$ cat src/rtl/dual_rail_transmitter.sv
// dual_rail_transmitter
// Transmit side of a 2-phase dual-rail channel. A parallel word is sent
// MSB-first. A '0' bit is one transition on bit0_out and a '1' bit is one
// transition on bit1_out. After each bit the block waits for one toggle of the
// receiver's ack level. That level is resynchronised here because it is
// asynchronous to clk. If no acknowledge arrives within TIMEOUT cycles, the
// block parks in ERROR until reset.
module dual_rail_transmitter #(
  parameter int WIDTH       = 8,
  parameter int SYNC_STAGES = 2,
  parameter int TIMEOUT     = 1024
) (
  input  logic             clk,
  input  logic             rst,
  input  logic [WIDTH-1:0] data_in,
  input  logic             valid_in,
  output logic             ready_out,
  output logic             bit0_out,
  output logic             bit1_out,
  input  logic             ack_in,
  output logic             busy,
  output logic             tx_done,
  output logic             timeout_err
);

  localparam int CNT_W = (WIDTH > 1) ? $clog2(WIDTH) : 1;
  localparam int TO_W  = $clog2(TIMEOUT);

  localparam logic [CNT_W-1:0] LAST_IDX = CNT_W'(WIDTH - 1);
  localparam logic [TO_W-1:0]  TO_LIMIT = TO_W'(TIMEOUT - 1);

  typedef enum logic [1:0] {
    S_IDLE     = 2'd0,
    S_SEND     = 2'd1,
    S_WAIT_ACK = 2'd2,
    S_ERROR    = 2'd3
  } state_t;

  state_t                 r_state;
  state_t                 w_nextState;

  logic [SYNC_STAGES-1:0] r_ackSync;
  logic                   r_ackSeen;
  logic [WIDTH-1:0]       r_shreg;
  logic [CNT_W-1:0]       r_bitCnt;
  logic [TO_W-1:0]        r_toCnt;
  logic                   r_bit0;
  logic                   r_bit1;
  logic                   r_txDone;
  logic                   r_timeoutErr;

  logic                   w_ackLevel;
  logic                   w_ackEvent;
  logic                   w_load;
  logic                   w_sendBit;
  logic                   w_advance;
  logic                   w_finish;
  logic                   w_expire;

  // Resynchronise the asynchronous ack level through a plain flop chain
  always_ff @(posedge clk) begin
    if (rst) begin
      r_ackSync <= '0;
    end else begin
      r_ackSync <= {r_ackSync[SYNC_STAGES-2:0], ack_in};
    end
  end

  assign w_ackLevel = r_ackSync[SYNC_STAGES-1];
  assign w_ackEvent = (w_ackLevel != r_ackSeen);

  // Remember the last consumed ack level; toggles outside ERROR are always absorbed
  always_ff @(posedge clk) begin
    if (rst) begin
      r_ackSeen <= 1'b0;
    end else if (w_ackEvent && (r_state != S_ERROR)) begin
      r_ackSeen <= w_ackLevel;
    end
  end

  // State register
  always_ff @(posedge clk) begin
    if (rst) begin
      r_state <= S_IDLE;
    end else begin
      r_state <= w_nextState;
    end
  end

  // Next-state logic and the one-cycle control strobes that steer the datapath
  always_comb begin
    w_nextState = r_state;
    w_load      = 1'b0;
    w_sendBit   = 1'b0;
    w_advance   = 1'b0;
    w_finish    = 1'b0;
    w_expire    = 1'b0;
    unique case (r_state)
      S_IDLE: begin
        if (valid_in) begin
          w_load      = 1'b1;
          w_nextState = S_SEND;
        end
      end
      S_SEND: begin
        w_sendBit   = 1'b1;
        w_nextState = S_WAIT_ACK;
      end
      S_WAIT_ACK: begin
        if (w_ackEvent) begin
          if (r_bitCnt == '0) begin
            w_finish    = 1'b1;
            w_nextState = S_IDLE;
          end else begin
            w_advance   = 1'b1;
            w_nextState = S_SEND;
          end
        end else if (r_toCnt == TO_LIMIT) begin
          w_expire    = 1'b1;
          w_nextState = S_ERROR;
        end
      end
      S_ERROR: begin
        w_nextState = S_ERROR;
      end
      default: begin
        w_nextState = S_IDLE;
      end
    endcase
  end

  // Capture the word on accept and shift out one bit per SEND cycle
  always_ff @(posedge clk) begin
    if (rst) begin
      r_shreg <= '0;
    end else if (w_load) begin
      r_shreg <= data_in;
    end else if (w_sendBit) begin
      r_shreg <= r_shreg << 1;
    end
  end

  // Count the bits still waiting for an acknowledge
  always_ff @(posedge clk) begin
    if (rst) begin
      r_bitCnt <= '0;
    end else if (w_load) begin
      r_bitCnt <= LAST_IDX;
    end else if (w_advance) begin
      r_bitCnt <= r_bitCnt - CNT_W'(1);
    end
  end

  // Measure how long the receiver has been silent since the last rail edge
  always_ff @(posedge clk) begin
    if (rst) begin
      r_toCnt <= '0;
    end else if (w_sendBit) begin
      r_toCnt <= '0;
    end else if (r_state == S_WAIT_ACK) begin
      r_toCnt <= r_toCnt + TO_W'(1);
    end
  end

  // Drive the rails: exactly one of them flips for each transmitted bit
  always_ff @(posedge clk) begin
    if (rst) begin
      r_bit0 <= 1'b0;
      r_bit1 <= 1'b0;
    end else if (w_sendBit) begin
      if (r_shreg[WIDTH-1]) begin
        r_bit1 <= ~r_bit1;
      end else begin
        r_bit0 <= ~r_bit0;
      end
    end
  end

  // Completion pulse and the sticky timeout flag
  always_ff @(posedge clk) begin
    if (rst) begin
      r_txDone     <= 1'b0;
      r_timeoutErr <= 1'b0;
    end else begin
      r_txDone <= w_finish;
      if (w_expire) begin
        r_timeoutErr <= 1'b1;
      end
    end
  end

  assign ready_out   = (r_state == S_IDLE) && !rst;
  assign busy        = (r_state == S_SEND) || (r_state == S_WAIT_ACK);
  assign bit0_out    = r_bit0;
  assign bit1_out    = r_bit1;
  assign tx_done     = r_txDone;
  assign timeout_err = r_timeoutErr;

endmodule

$ cat config.mk
export PLATFORM = sky130hd
export DESIGN_NAME = dual_rail_transmitter
export DESIGN_NICKNAME = d
export VERILOG_FILES = /design/src/rtl/dual_rail_transmitter.sv
export SDC_FILE = /design/constraint.sdc
export NUM_CORES = 1
export LEC_CHECK = 0
export BUFFER_PORTS_ARGS = -buffer_cell sky130_fd_sc_hd__buf_2
export CAP_MARGIN = 20
export CORE_UTILIZATION = 40
export DETAILED_ROUTE_END_ITERATION = 10
export HOLD_SLACK_MARGIN = 0.08
export PLACE_DENSITY = 0.71
export SETUP_SLACK_MARGIN = 0.02
export SLEW_MARGIN = 20
export SYNTH_ARGS = -nofsm -noshare
export SYNTH_HDL_FRONTEND = slang
export SYNTH_SLANG_ARGS = --single-unit
$ cat constraint.sdc
create_clock -name clk -period 2.6 [get_ports clk]
set_input_delay 0 -clock clk [delete_from_list [all_inputs] [get_ports clk]]
set_output_delay 0 -clock clk [all_outputs]
set_load 0.01 [all_outputs]
==> summary.txt, run 1 <==
Pwr
  • Leak: 0.659 nW
  • PnR Total Power: 1.30 mW
  • Pwr Density: 779 nW/um2
  • Worst vdd ir: 0.457 mV

Floorplan
  • Initial Util: 43.3%
  • Horiz. Die Dim: 60.4 um
  • Rows: 20
  • Die Area: 3650 um2
  • IO Count: 18
  • Total core area: 3150 um2
  • Chip Height: 60.4 um

Clock tree
  • Worst skew pair latency: 310 ps
  • CTS Buf Count: 5
  • H-tree depth: 2
  • CTS tree: yes
  • Post-CTS setup buffers: 0
  • CTS Buffer Depth: 2
  • Clock-pin slew on the worst setup and hold paths: 90 ps
  • Clock sink total: 30
  • Root Buffer: clkbuf_4

Drt
  • Drt pass-1 iters: 4
  • Via-per-instance ratio: 4.74
  • DRT Wirelength: 2.38 mm
  • DR DRC count: 0
  • Final ANT Viol Nets: 0
  • Initial drt markers: 27
  • Via count: 1029
  • WL/cell: 11.0 um

Critical path
  • Cells along the critical path: inv_1, ha_1, nor3b_4, mux2_1, a21oi_1
  • Crit. End Element: flip-flop
  • R2r setup slk: 790 ps
  • Slowest stage delay, CP: 430 ps
  • Critical path data required time: 2850 ps
  • Crit path max-delay cell type: ha_1
  • CP startpoint kind: flip-flop
  • Critical path type: reg2reg
  • Data arrival time of the worst path: 2060 ps
  • Crit path max fanout: 12

Finish
  • Final core utilization: 52.9%
  • Most frequent cells in the layout: dfxtp_1, nor2_1, buf_2
  • # diodes: 0
  • Fraction of layout cells with a size suffix above 1: 17.3%
  • Final #Nets: 192
  • Commonest non-fill, non-tap cell in the layout: dfxtp_1
  • Area growth syn-to-layout: 22.3%
  • Finished Cell Area: 1670 um2

Global routing
  • GRT Residual Overflow: 0
  • Initial antenna violation count: 0
  • GRT Util Overall: 15.6%
  • Largest net degree at the start of global routing: 24
  • Vias in the first global route: 981
  • First-pass GRT wire length: 4.14 mm

Logic synthesis
  • Area share of the largest cell type after synthesis: 44.0%
  • Post-synthesis async set-or-reset flop share: 0%
  • FF+latch count, synth: 30
  • Syn Inst Count: 143
  • Yosys cell types: 30
  • Post-synth EDFFs: 0
  • Number of synthesis warnings: 0
  • Top_reg_cell synth: dfxtp_1
  • Register area share after synthesis: 44.0%
  • Syn nets: 163
  • Average size of a mapped cell: 9.54 um2
  • Area contributors post-synth: dfxtp_1, ha_1, mux2i_1
  • Yosys top cell by area: dfxtp_1
  • Mapped Area: 1360 um2

STA
  • Worst Clk Skew: 8.46 ps
  • Setup-failing EPs final: 0
  • Final worst path period share: 69.8%
  • RSZ-0062 raised after global routing: no
  • Pins over their slew limit: 0
  • Slew HR: 63.4%
  • Final hold vios: 0
  • Worst-Margin Slew: 548 ps
  • TNS Setup: 0 ps
  • Clock period minus worst slack: 1810 ps
  • Final WS setup: 786 ps
  • Achievable frequency: 551 MHz

Place
  • Port bufs: 17
  • Pre-CTS setup slack: 794 ps
  • Post-DP HPWL: 1.68 mm
  • Placed cell area: 1480 um2
  • Placer Congestion: 0.690

Min path
  • Hold WC Path Type: in2reg

Flow run
  • Max_cap viols: 0

Outcome
  • Status: complete, no violations
## worst paths after layout
| check | start | to | depth (start not counted) |
|---|---|---|---|
| min | valid_in | r_state[1] | 4 |
| min reg2reg | r_ackSync[0] | r_ackSync[1] | 1 |
| max | r_state[0] | r_bitCnt[1] | 5 |
| max reg2reg | r_state[0] | r_bitCnt[1] | 5 |
## flip-flops by register name, summed over array words and instances, names as in the netlist
| name | flops |
|---|---|
| timeout_err | 1 |
| r_toCnt | 10 |
| tx_done | 1 |
| r_ackSeen | 1 |
| bit1_out | 1 |
| r_bitCnt | 3 |
| r_ackSync | 2 |
| bit0_out | 1 |
| r_shreg | 8 |
| r_state | 2 |
## power breakdown
group / switching, mW / internal, mW / total [mW] / leakage [nW]
logic: 0.215 / 0.185 / 0.399 / 0.369
clock network: 0.145 / 0.185 / 0.329 / 0.0446
registers: 0.0413 / 0.528 / 0.570 / 0.245
## kinds of logic (layout without fill, tap and decap cells)
group / Yosys count / after routing / synth area share (%)
xor+xnor: 12 / 12 / 8.26
simple gates: 49 / 49 / 18.6
buf+inv: 14 / 44 / 4.04
fa+ha+maj: 8 / 8 / 7.34
mux: 11 / 11 / 8.26
compound gates: 19 / 19 / 9.45
flops: 30 / 30 / 44.0
## metrics by stage
stage,hold WS [ps],std cells
finish,152,217
global route,138,217
CTS,134,217
detailed placement,218,198
global placement,217,198
floorplan,71.6,143
## routing by layer
layer  share of wire, %  up-vias  GRT usage [%]  wire length [um]
met4                1.2        0           6.98                28
met2                 48       15           23.7              1140
met3                3.3        4           6.40                79
met1                 48      463           19.4              1130
li1                   -      547              -                 -
met5                  0        -              0                 0
## repair_timing
action,in CTS,in global routing
hold buffers,11,0
endpoints found under the hold margin,13,0
gates resized for setup,0,0
## synth_stat cells, types with 2 or more instances
master and instances:
dfxtp_1 30, nor2_1 20, mux2i_1 9, ha_1 8
inv_1 8, a211oi_1 7, nand2_1 7, a21oi_1 6
xnor2_1 6, xor2_1 5, clkbuf_1 4, nor2b_1 4
nor3_1 4, nand3_1 3, nand4_1 3, a221oi_1 2
buf_2 2, mux2_1 2, or3_1 2
## cell type report
class | instances | area (um2)
flip-flops and latches | 30 | 601
inverters | 8 | 30.0
well taps | 44 | 55.1
clock buffers | 8 | 78.8
multi-input cells | 99 | 708
repair buffers | 28 | 195
fillers | 312 | 1490
## critical path: cells and delay by family (launching register included)
family                   cells  cell delay [ps]
adder cells (fa/ha/maj)      1              430
flip-flops                   1              340
AND/OR/NAND/NOR              1              330
AO/OA/AOI/OAI                1              150
multiplexers                 1              350
buffers and inverters        1              140
No activity file was read; power rests on OpenSTA's default activity.
==> run 2: changes to the inputs <==
Settings changed: ABC_AREA set to 1, PLACE_DENSITY 0.71 to 0.73.
Clock period 2.6 ns to 1.58 ns, I/O delays scaled along.
==> run 2 against run 1 <==
Effect of this change: sequential cell count did not move; combinational power rose by 140%; via count rose by 25%; critical path depth rose by 2; die area rose by 5.8%; synthesized cell count rose by 36%; cell count rose by 28%; non-clock buffer count rose by 6; area after synthesis rose by 6.0%; clock power rose by 73%; clock-buffer cell count did not move; critical path type unchanged; critical endpoint is now r_toCnt[9]; highest routed layer unchanged.
==> summary.txt, run 2 <==
STA
  • Slew HR: 76.3%
  • Final worst path period share: 89.2%
  • Pins over their slew limit: 0
  • Setup-failing EPs final: 0
  • TNS Setup: 0 ps
  • RSZ-0062 raised after global routing: yes
  • Final hold vios: 0
  • Worst Clk Skew: 6.45 ps
  • Min Hold Slack: 106 ps
  • Worst-Margin Slew: 355 ps
  • Clock period minus worst slack: 1410 ps
  • Achievable frequency: 710 MHz

Floorplan
  • Chip Height: 62.1 um
  • Die Area: 3860 um2
  • Horiz. Die Dim: 62.1 um
  • Initial Util: 42.6%
  • IO Count: 18
  • Total core area: 3390 um2
  • Rows: 21

Finish
  • # diodes: 0
  • Fraction of layout cells with a size suffix above 1: 19.9%
  • Non-filler instance count after layout: 277
  • Register with the most flip-flops: r_toCnt
  • Final #Nets: 250
  • Commonest non-fill, non-tap cell in the layout: nand2_1
  • Most frequent cells in the layout: nand2_1, dfxtp_1, inv_1
  • Biggest regs: r_toCnt: 10 flops, r_shreg: 8 flops, r_bitCnt: 3 flops
  • Max FFs per register: 10
  • Final core utilization: 52.8%
  • Area growth syn-to-layout: 23.9%

Logic synthesis
  • FF+latch count, synth: 30
  • Top_reg_cell synth: dfxtp_1
  • Number of synthesis warnings: 0
  • Most frequent cells after synthesis: nand2_1, dfxtp_1, inv_1
  • Register area share after synthesis: 41.6%
  • Yosys cell types: 23
  • Area contributors post-synth: dfxtp_1, a21oi_1, nand2_1
  • Syn nets: 214
  • Post-synthesis async set-or-reset flop share: 0%
  • Top-count cell post-synth: nand2_1
  • Yosys top cell by area: dfxtp_1
  • Post-synth EDFFs: 0
  • Syn Inst Count: 194
  • Area share of the largest cell type after synthesis: 41.6%
  • Average size of a mapped cell: 7.45 um2
  • Mapped Area: 1450 um2

Pwr
  • PnR Total Power: 2.49 mW
  • Pwr Density: 1390 nW/um2
  • Leak: 0.781 nW
  • Combinational share of power: 37.7%
  • Worst vdd ir: 0.692 mV
  • Clk network pwr share: 22.9%
  • Internal: 1.59 mW
  • Switching part of the total: 36.3%
  • Psw: 905 uW
  • Reg power frac: 39.4%

Drt
  • WL met2: 1.32 mm
  • Final ANT Viol Nets: 0
  • Drt pass-1 iters: 4
  • Via count: 1289
  • DR DRC count: 0
  • WL met3: 60 um
  • Top routing layer used: met4
  • Wire length on met1: 1.30 mm
  • Via-per-instance ratio: 4.65
  • DRT Wirelength: 2.75 mm
  • Initial drt markers: 50
  • WL/cell: 9.92 um

Critical path
  • Critical path type: reg2reg
  • Data arrival time of the worst path: 1660 ps
  • Crit. End Element: flip-flop
  • Cells along the critical path: inv_1, ha_2, nand3_1, nor2_4, nand3_1, o21ai_1, nor2_1
  • Crit path max fanout: 9
  • Crit path max-delay cell type: dfxtp_1
  • Slowest stage delay, CP: 350 ps
  • Critical path data required time: 1830 ps
  • CP most frequent cell: nand3_1
  • CP startpoint kind: flip-flop

Global routing
  • GRT Util Overall: 16.8%
  • First-pass GRT wire length: 5.04 mm
  • Vias in the first global route: 1228
  • GRT Residual Overflow: 0
  • Largest net degree at the start of global routing: 13
  • Initial antenna violation count: 0

Clock tree
  • CTS Buffer Depth: 2
  • Worst skew pair latency: 340 ps
  • H-tree depth: 2
  • CTS tree: yes
  • CTS Buf Count: 5
  • Root Buffer: clkbuf_4
  • Clock sink total: 30
  • Clock-pin slew on the worst setup and hold paths: 90 ps

Place
  • Placer Congestion: 0.770
  • Placed insts: 258
  • Port bufs: 17
  • Post-DP HPWL: 1.95 mm

Min path
  • Hold WC Path Type: in2reg

Outcome
  • Status: complete, no violations

Flow run
  • Max_cap viols: 0
## run 2: changes by cell type after synthesis, sizes merged, moves of 7 or more
cell    delta
inv       +19
mux2i      -9
o21ai      +9
a21oi     +19
nand2     +32
a211oi     -7
nand3     +13
## run 2: repair_timing
| item | 4_1_cts | 5_1_grt |
|---|---|---|
| hold buffers | 11 | 0 |
| buffers inserted | 0 | 0 |
| resized for setup | 0 | 1 |
| endpoints found under the setup margin | 0 | 3 |
| hold endpoints to repair | 14 | 0 |
## run 2: final cells by class
cell class | instances | area (um2)
Fill cell | 336 | 1600
Clock buffer | 8 | 78.8
Timing Repair Buffer | 34 | 240
Sequential cell | 30 | 601
Tap cell | 46 | 57.6
Multi-Input combinational cell | 132 | 712
Inverter | 27 | 101
## run 2: layer usage
metal  up-vias  track usage, %
li1        694               -
met1       577            18.6
met2        12            28.6
met3         6            3.86
met4         0            11.3
met5         -               0
## run 2: worst paths after layout
check                                   from           end  slack (ps)  cells past startpoint
worst min-delay path                valid_in    r_state[0]         110                      5
worst min register to register  r_ackSync[0]  r_ackSync[1]         410                      2
worst max register to register    r_state[0]    r_toCnt[9]         170                      7
worst max-delay path              r_state[0]    r_toCnt[9]         170                      7
## run 2: cell families (layout without fill, tap and decap cells)
group	after synthesis	in the layout	share of synthesized area, %
flip-flops	30	30	41.6
XOR/XNOR	3	3	1.82
adder cells (fa/ha/maj)	8	8	6.93
buffers and inverters	32	69	9.35
AO/OA/AOI/OAI	37	37	13.0
AND/OR/NAND/NOR	84	84	27.4
## run 2: per-stage QoR
stage	cell area [um2]	worst slack [ps]
after global routing	1790	18.8
after detailed placement	1600	73.4
after global placement	1600	124
final	1790	171
after CTS	1790	69.0
after floorplan	1450	306
## run 2: critical path: cells and delay by family (launching register included)
family          cells  cell delay (ps)
compound gates      1              130
simple gates        4              490
fa+ha+maj           1              270
flops               1              350
buf+inv             1               80
## run 2: power by group through the flow
stage                     clock, mW  combinational [mW]  sequential (mW)
after global placement            0               0.898            0.995
after CTS                     0.588               0.942            0.983
final                         0.570               0.939            0.983
after global routing          0.636                1.09             1.00
after detailed placement          0               0.920             1.00
after floorplan                   0               0.670            0.991
